<file path="config.mk">
export PLATFORM = sky130hd
export DESIGN_NAME = instr_fetch_unit
export DESIGN_NICKNAME = d
export VERILOG_FILES = /design/src/rtl/instr_fetch_unit.sv
export SDC_FILE = /design/constraint.sdc
export NUM_CORES = 1
export LEC_CHECK = 0
export CAP_MARGIN = 15
export CORE_ASPECT_RATIO = 1.4
export CORE_MARGIN = 8
export CORE_UTILIZATION = 40
export CTS_BUF_LIST = sky130_fd_sc_hd__clkbuf_4
export CTS_CLUSTER_SIZE = 28
export DETAILED_ROUTE_END_ITERATION = 8
export PLACE_DENSITY = 0.68
export SLEW_MARGIN = 20
export SYNTH_ARGS = -nofsm -noshare
export SYNTH_HDL_FRONTEND = slang
export SYNTH_SLANG_ARGS = --single-unit
</file>
<file path="constraint.sdc">
create_clock -name clk -period 2.2 [get_ports clk]
set_clock_uncertainty 0.15 [all_clocks]
set_input_delay 0.22 -clock clk [delete_from_list [all_inputs] [get_ports clk]]
set_output_delay 0.22 -clock clk [all_outputs]
set_load 0.005 [all_outputs]
</file>
<file path="src/rtl/instr_fetch_unit.sv">
// rtl/instr_fetch_unit.sv - PC / instruction-register fetch stage feeding control_unit
module instr_fetch_unit #(
  parameter int                ADDR_W     = 8,
  parameter int                DATA_W     = 8,
  parameter int                MEM_LAT    = 2,
  parameter logic [ADDR_W-1:0] START_ADDR = '0,
  parameter logic [DATA_W-1:0] ENDOP_CODE = DATA_W'(28)
) (
  input  logic              clk,
  input  logic              rst,
  input  logic              start,
  output logic [ADDR_W-1:0] im_addr,
  output logic              im_rd,
  input  logic [DATA_W-1:0] im_data,
  input  logic              exec_done,
  input  logic              pc_inc,
  input  logic              pc_load,
  input  logic [ADDR_W-1:0] pc_load_val,
  output logic [DATA_W-1:0] ir,
  output logic              ir_valid,
  output logic [ADDR_W-1:0] pc,
  output logic              busy,
  output logic              halted,
  output logic [15:0]       instr_count
);

  typedef enum logic [2:0] {
    S_IDLE,
    S_F_ADDR,
    S_F_WAIT,
    S_EXEC,
    S_HALT
  } state_t;

  state_t     state, state_nx;
  logic [2:0] wait_cnt;
  logic       last_wait;

  assign last_wait = (wait_cnt == 3'(MEM_LAT - 1));

  always_ff @(posedge clk) begin
    if (rst) state <= S_IDLE;
    else     state <= state_nx;
  end

  always_comb begin
    state_nx = state;
    im_rd    = 1'b0;
    busy     = 1'b0;
    ir_valid = 1'b0;
    halted   = 1'b0;
    case (state)
      S_IDLE:   if (start) state_nx = S_F_ADDR;
      S_F_ADDR: begin
        im_rd    = 1'b1;
        busy     = 1'b1;
        state_nx = S_F_WAIT;
      end
      S_F_WAIT: begin
        busy = 1'b1;
        if (last_wait) state_nx = (im_data == ENDOP_CODE) ? S_HALT : S_EXEC;
      end
      S_EXEC: begin
        ir_valid = 1'b1;
        if (exec_done) state_nx = S_F_ADDR;
      end
      S_HALT: begin
        ir_valid = 1'b1;
        halted   = 1'b1;
      end
      default: state_nx = S_IDLE;
    endcase
  end

  // pc is frozen for the whole fetch, so it doubles as the held read address
  assign im_addr = busy ? pc : '0;

  always_ff @(posedge clk) begin
    if (rst) begin
      pc          <= '0;
      ir          <= '0;
      instr_count <= '0;
      wait_cnt    <= '0;
    end else begin
      case (state)
        S_IDLE: begin
          if (start) begin
            pc          <= START_ADDR;
            instr_count <= '0;
          end
        end
        S_F_ADDR: wait_cnt <= '0;
        S_F_WAIT: begin
          wait_cnt <= wait_cnt + 3'd1;
          if (last_wait) begin
            ir <= im_data;
            pc <= pc + ADDR_W'(1);
            if (instr_count != 16'hFFFF) instr_count <= instr_count + 16'd1;
          end
        end
        S_EXEC: begin
          // jump beats operand skip; both land before the next fetch starts
          if (pc_load)     pc <= pc_load_val;
          else if (pc_inc) pc <= pc + ADDR_W'(1);
        end
        default: ;
      endcase
    end
  end

endmodule

</file>
==> results.yml <==
global_route:
  grt_pass1_wl_um: 10500
  antenna_found_initial: 0
  grt_start_max_net_pins: 14
  gr-usage-all-layers: 0.157
  grt_pass1_vias: 2198
  grt_overflow: 0
power_and_ir_drop:
  power_frac_seq: 0.434
  p_clk_frac: 0.195
  powerDensity_nw_per_um2: 589
  power.internal_uw: 1190
  ir_worst_vdd_uv: 387
  switchingPower_uw: 656
  leakage_uw: 0.00113
  swShare: 0.355
  p_comb_frac: 0.371
timing:
  setup_viol: 0
  min_period_ps: 2070
  rsz0062_at_grt: "no"
  max_freq_mhz: 482
  period_share: 0.942
  relSlewSlack: 0.626
  hold_viol: 0
  fin_ws_ps: 127
  maxSlewViolCount: 0
  tns_ps: 0
  worstMarginPinSlew_ps: 556
critical_path:
  crit_path_cell_trace: "buf_4 -> nor2_2 -> and2_1 -> clkdlybuf4s50_1"
  cp.required_ps: 1830
  reg2reg_slack_ps: 160
  crit_start: "state[2]$_SDFFE_PP0P_"
  path_class: "reg -> out"
  cp.arrival_ps: 1700
  crit_buf_inv: 2
  crit_path_end_kind: "output pin"
  critical_path_depth: 4
  worst_setup_path_start_kind: "flop"
  critPathSlowestCell: "clkdlybuf4s50_1"
  crit_end: "im_addr[1]"
  critPathMaxStageDelay_ps: 500
  r2r_end: "pc[7]$_SDFFE_PP0P_"
  reg2reg_from: "wait_cnt[1]$_SDFFE_PP0N_"
  path_delay_family: "buffers and inverters"
  r2r_cells: 7
  crit_fanout: 9
finish:
  final_area_um2: 3130
  area_delta_synth_final_pct: 44.0
  nNetsFinal: 365
  drive_above_1_share: 0.153
  antennaDiodeCount: 0
  filler_cell_count: 527
placed_design:
  postPlaceCellArea_um2: 3030
  port_buffers: 65
  place.gp.congestion: 0.860
  pre_cts_slack_ps: 39.9
  hpwl_um: 4920
detailed_routing:
  ant_nets: 0
  via_count: 2165
  wl_per_cell_um: 15.1
  drtIter0Drc: 82
  first_pass_iters: 4
  routed_wl_um: 6170
  drt-vias-per-instance: 5.31
  drc: 0
run_status:
  status: "finished clean"
logic_synthesis:
  ys_warn_count: 0
  synthArstFlopShare: 0
  ys_ff_latch: 38
  yosysUniqueCellTypes: 54
  syn-num-nets: 281
  ys_seq_area_frac: 0.350
  synthCells: 255
  synth_ff_type: "dfxtp_1"
  synthesis.area_um2: 2180
  synth_edf_count: 0
  syn_area_per_cell_um2: 8.53
clock_network:
  cts_max_path_buffers: 2
  htree_levels: 2
  insertion_delay_ps: 340
  path_clk_slew_ps: 120
  hold_buffers: 0
  cts.sinks: 38
  tritoncts: "yes"
  cts_buffers: 5
  cts_root_buffer: "clkbuf_4"
floorplanning:
  core_area_um2: 5370
  die_y_um: 103
  rows: 32
  die_w_um: 78.3
  die_area_um2: 8090
  initial_utilization: 0.406
  ioPinCount: 66
run:
  drv_cap: 0
hold_path:
  hold_class: "in -> reg"
==> cell families (layout without fill, tap and decap cells) <==
group / after synthesis / in the layout / share of synthesized area
adder cells (fa/ha/maj): 4 / 4 / 0.0230
multiplexers: 9 / 9 / 0.0414
AND/OR/NAND/NOR: 117 / 117 / 0.303
XOR/XNOR: 14 / 14 / 0.0564
buffers and inverters: 19 / 104 / 0.0362
AO/OA/AOI/OAI: 54 / 54 / 0.190
flip-flops: 38 / 38 / 0.350
==> power groups by stage <==
| stage | clock, uW | combinational, uW | sequential [uW] |
|---|---|---|---|
| 2_1_floorplan | 0 | 385 | 781 |
| 3_3_place_gp | 0 | 648 | 802 |
| 3_5_place_dp | 0 | 658 | 803 |
| 4_1_cts | 379 | 669 | 793 |
| 5_1_grt | 405 | 760 | 808 |
| 6_report | 360 | 685 | 800 |
==> cell usage after synthesis, drive strengths merged (6+ instances only) <==
cell type  count  area [um^2]
nand3          9         45.0
nor2          33          124
dfxtp         38          761
xnor2         12          105
and2           6         37.5
o22ai          6         68.8
a21oi         14         85.1
mux2i          9         90.1
o21ai         10         50.1
nor3          12         60.1
inv            8         30.0
nor4          10          105
nand2         17         63.8
clkbuf         6         22.5
==> metal layers <==
layer | up-vias | track usage | wire, um
li1 | 1110 | - | -
met1 | 981 | 0.173 | 2640
met2 | 67 | 0.282 | 3030
met3 | 7 | 0.0415 | 401
met4 | 0 | 0.0601 | 102
met5 | - | 0 | 0
==> per-stage QoR <==
stage / hold slack, ps / utilization / power, uW / cells
floorplan: 214 / - / 1170 / 255
global placement: 326 / 0.564 / 1450 / 399
finish: 344 / 0.584 / 1840 / 408
CTS: 322 / 0.578 / 1840 / 407
global route: 344 / 0.584 / 1970 / 408
detailed placement: 341 / 0.564 / 1460 / 399
==> worst min path at each step <==
stage	to	slack (ps)	cells past startpoint	start
detailed placement	ir[5]$_SDFFE_PP0P_	340	2	ir[5]$_SDFFE_PP0P_
global route	ir[4]$_SDFFE_PP0P_	340	3	im_data[4]
floorplan	ir[0]$_SDFFE_PP0P_	210	2	im_data[0]
finish	ir[2]$_SDFFE_PP0P_	340	3	im_data[2]
CTS	ir[2]$_SDFFE_PP0P_	320	3	im_data[2]
global placement	ir[5]$_SDFFE_PP0P_	330	2	ir[5]$_SDFFE_PP0P_
==> what timing repair did <==
action                     CTS  global route
hold endpoints to repair     0             0
setup buffers                0             1
setup endpoints to repair    5             5
resized for setup            5             6
cloned                       0             0
==> cell usage in the layout, fill, tap and decap left out, types with 3 or more instances in the layout <==
cell type and count:
nand4_1 4, xnor2_1 11, nor2b_1 3, a21oi_1 12, nand3_1 9, nand2_1 17, inv_1 8, and3_1 3
mux2i_1 9, nor3_1 12, a31oi_1 5, nor2_1 32, and2_1 6, nor4_1 6, clkdlybuf4s50_1 64, o21ai_0 6
nor3b_1 4, nand2b_1 5, o22ai_2 5, buf_4 23, ha_1 4, o21ai_1 4, clkbuf_4 5, dfxtp_1 35
==> worst register-to-register path, stage by stage (launching register included) <==
cell and delay [ps]:
dfxtp_1 370, inv_1 60, ha_1 180, and3b_1 200, or4_1 560, a21oi_4 250
a41oi_2 70, o22ai_2 150
==> registers in the layout (all words and copies together) (netlist names) <==
name / cells
wait_cnt: 3
ir: 8
pc: 8
instr_count: 16
state: 3
==> cell type report <==
| cell class | instances | area, um^2 | area share |
|---|---|---|---|
| Clock buffer | 5 | 37.5 | 0.0120 |
| Sequential cell | 38 | 769 | 0.246 |
| Timing Repair Buffer | 88 | 826 | 0.264 |
| Inverter | 8 | 30.0 | 0.00958 |
| Multi-Input combinational cell | 198 | 1370 | 0.437 |
| Tap cell | 68 | 85.1 | 0.0272 |
| Clock inverter | 3 | 16.3 | 0.00519 |
Power figures use the tool's default switching activity.
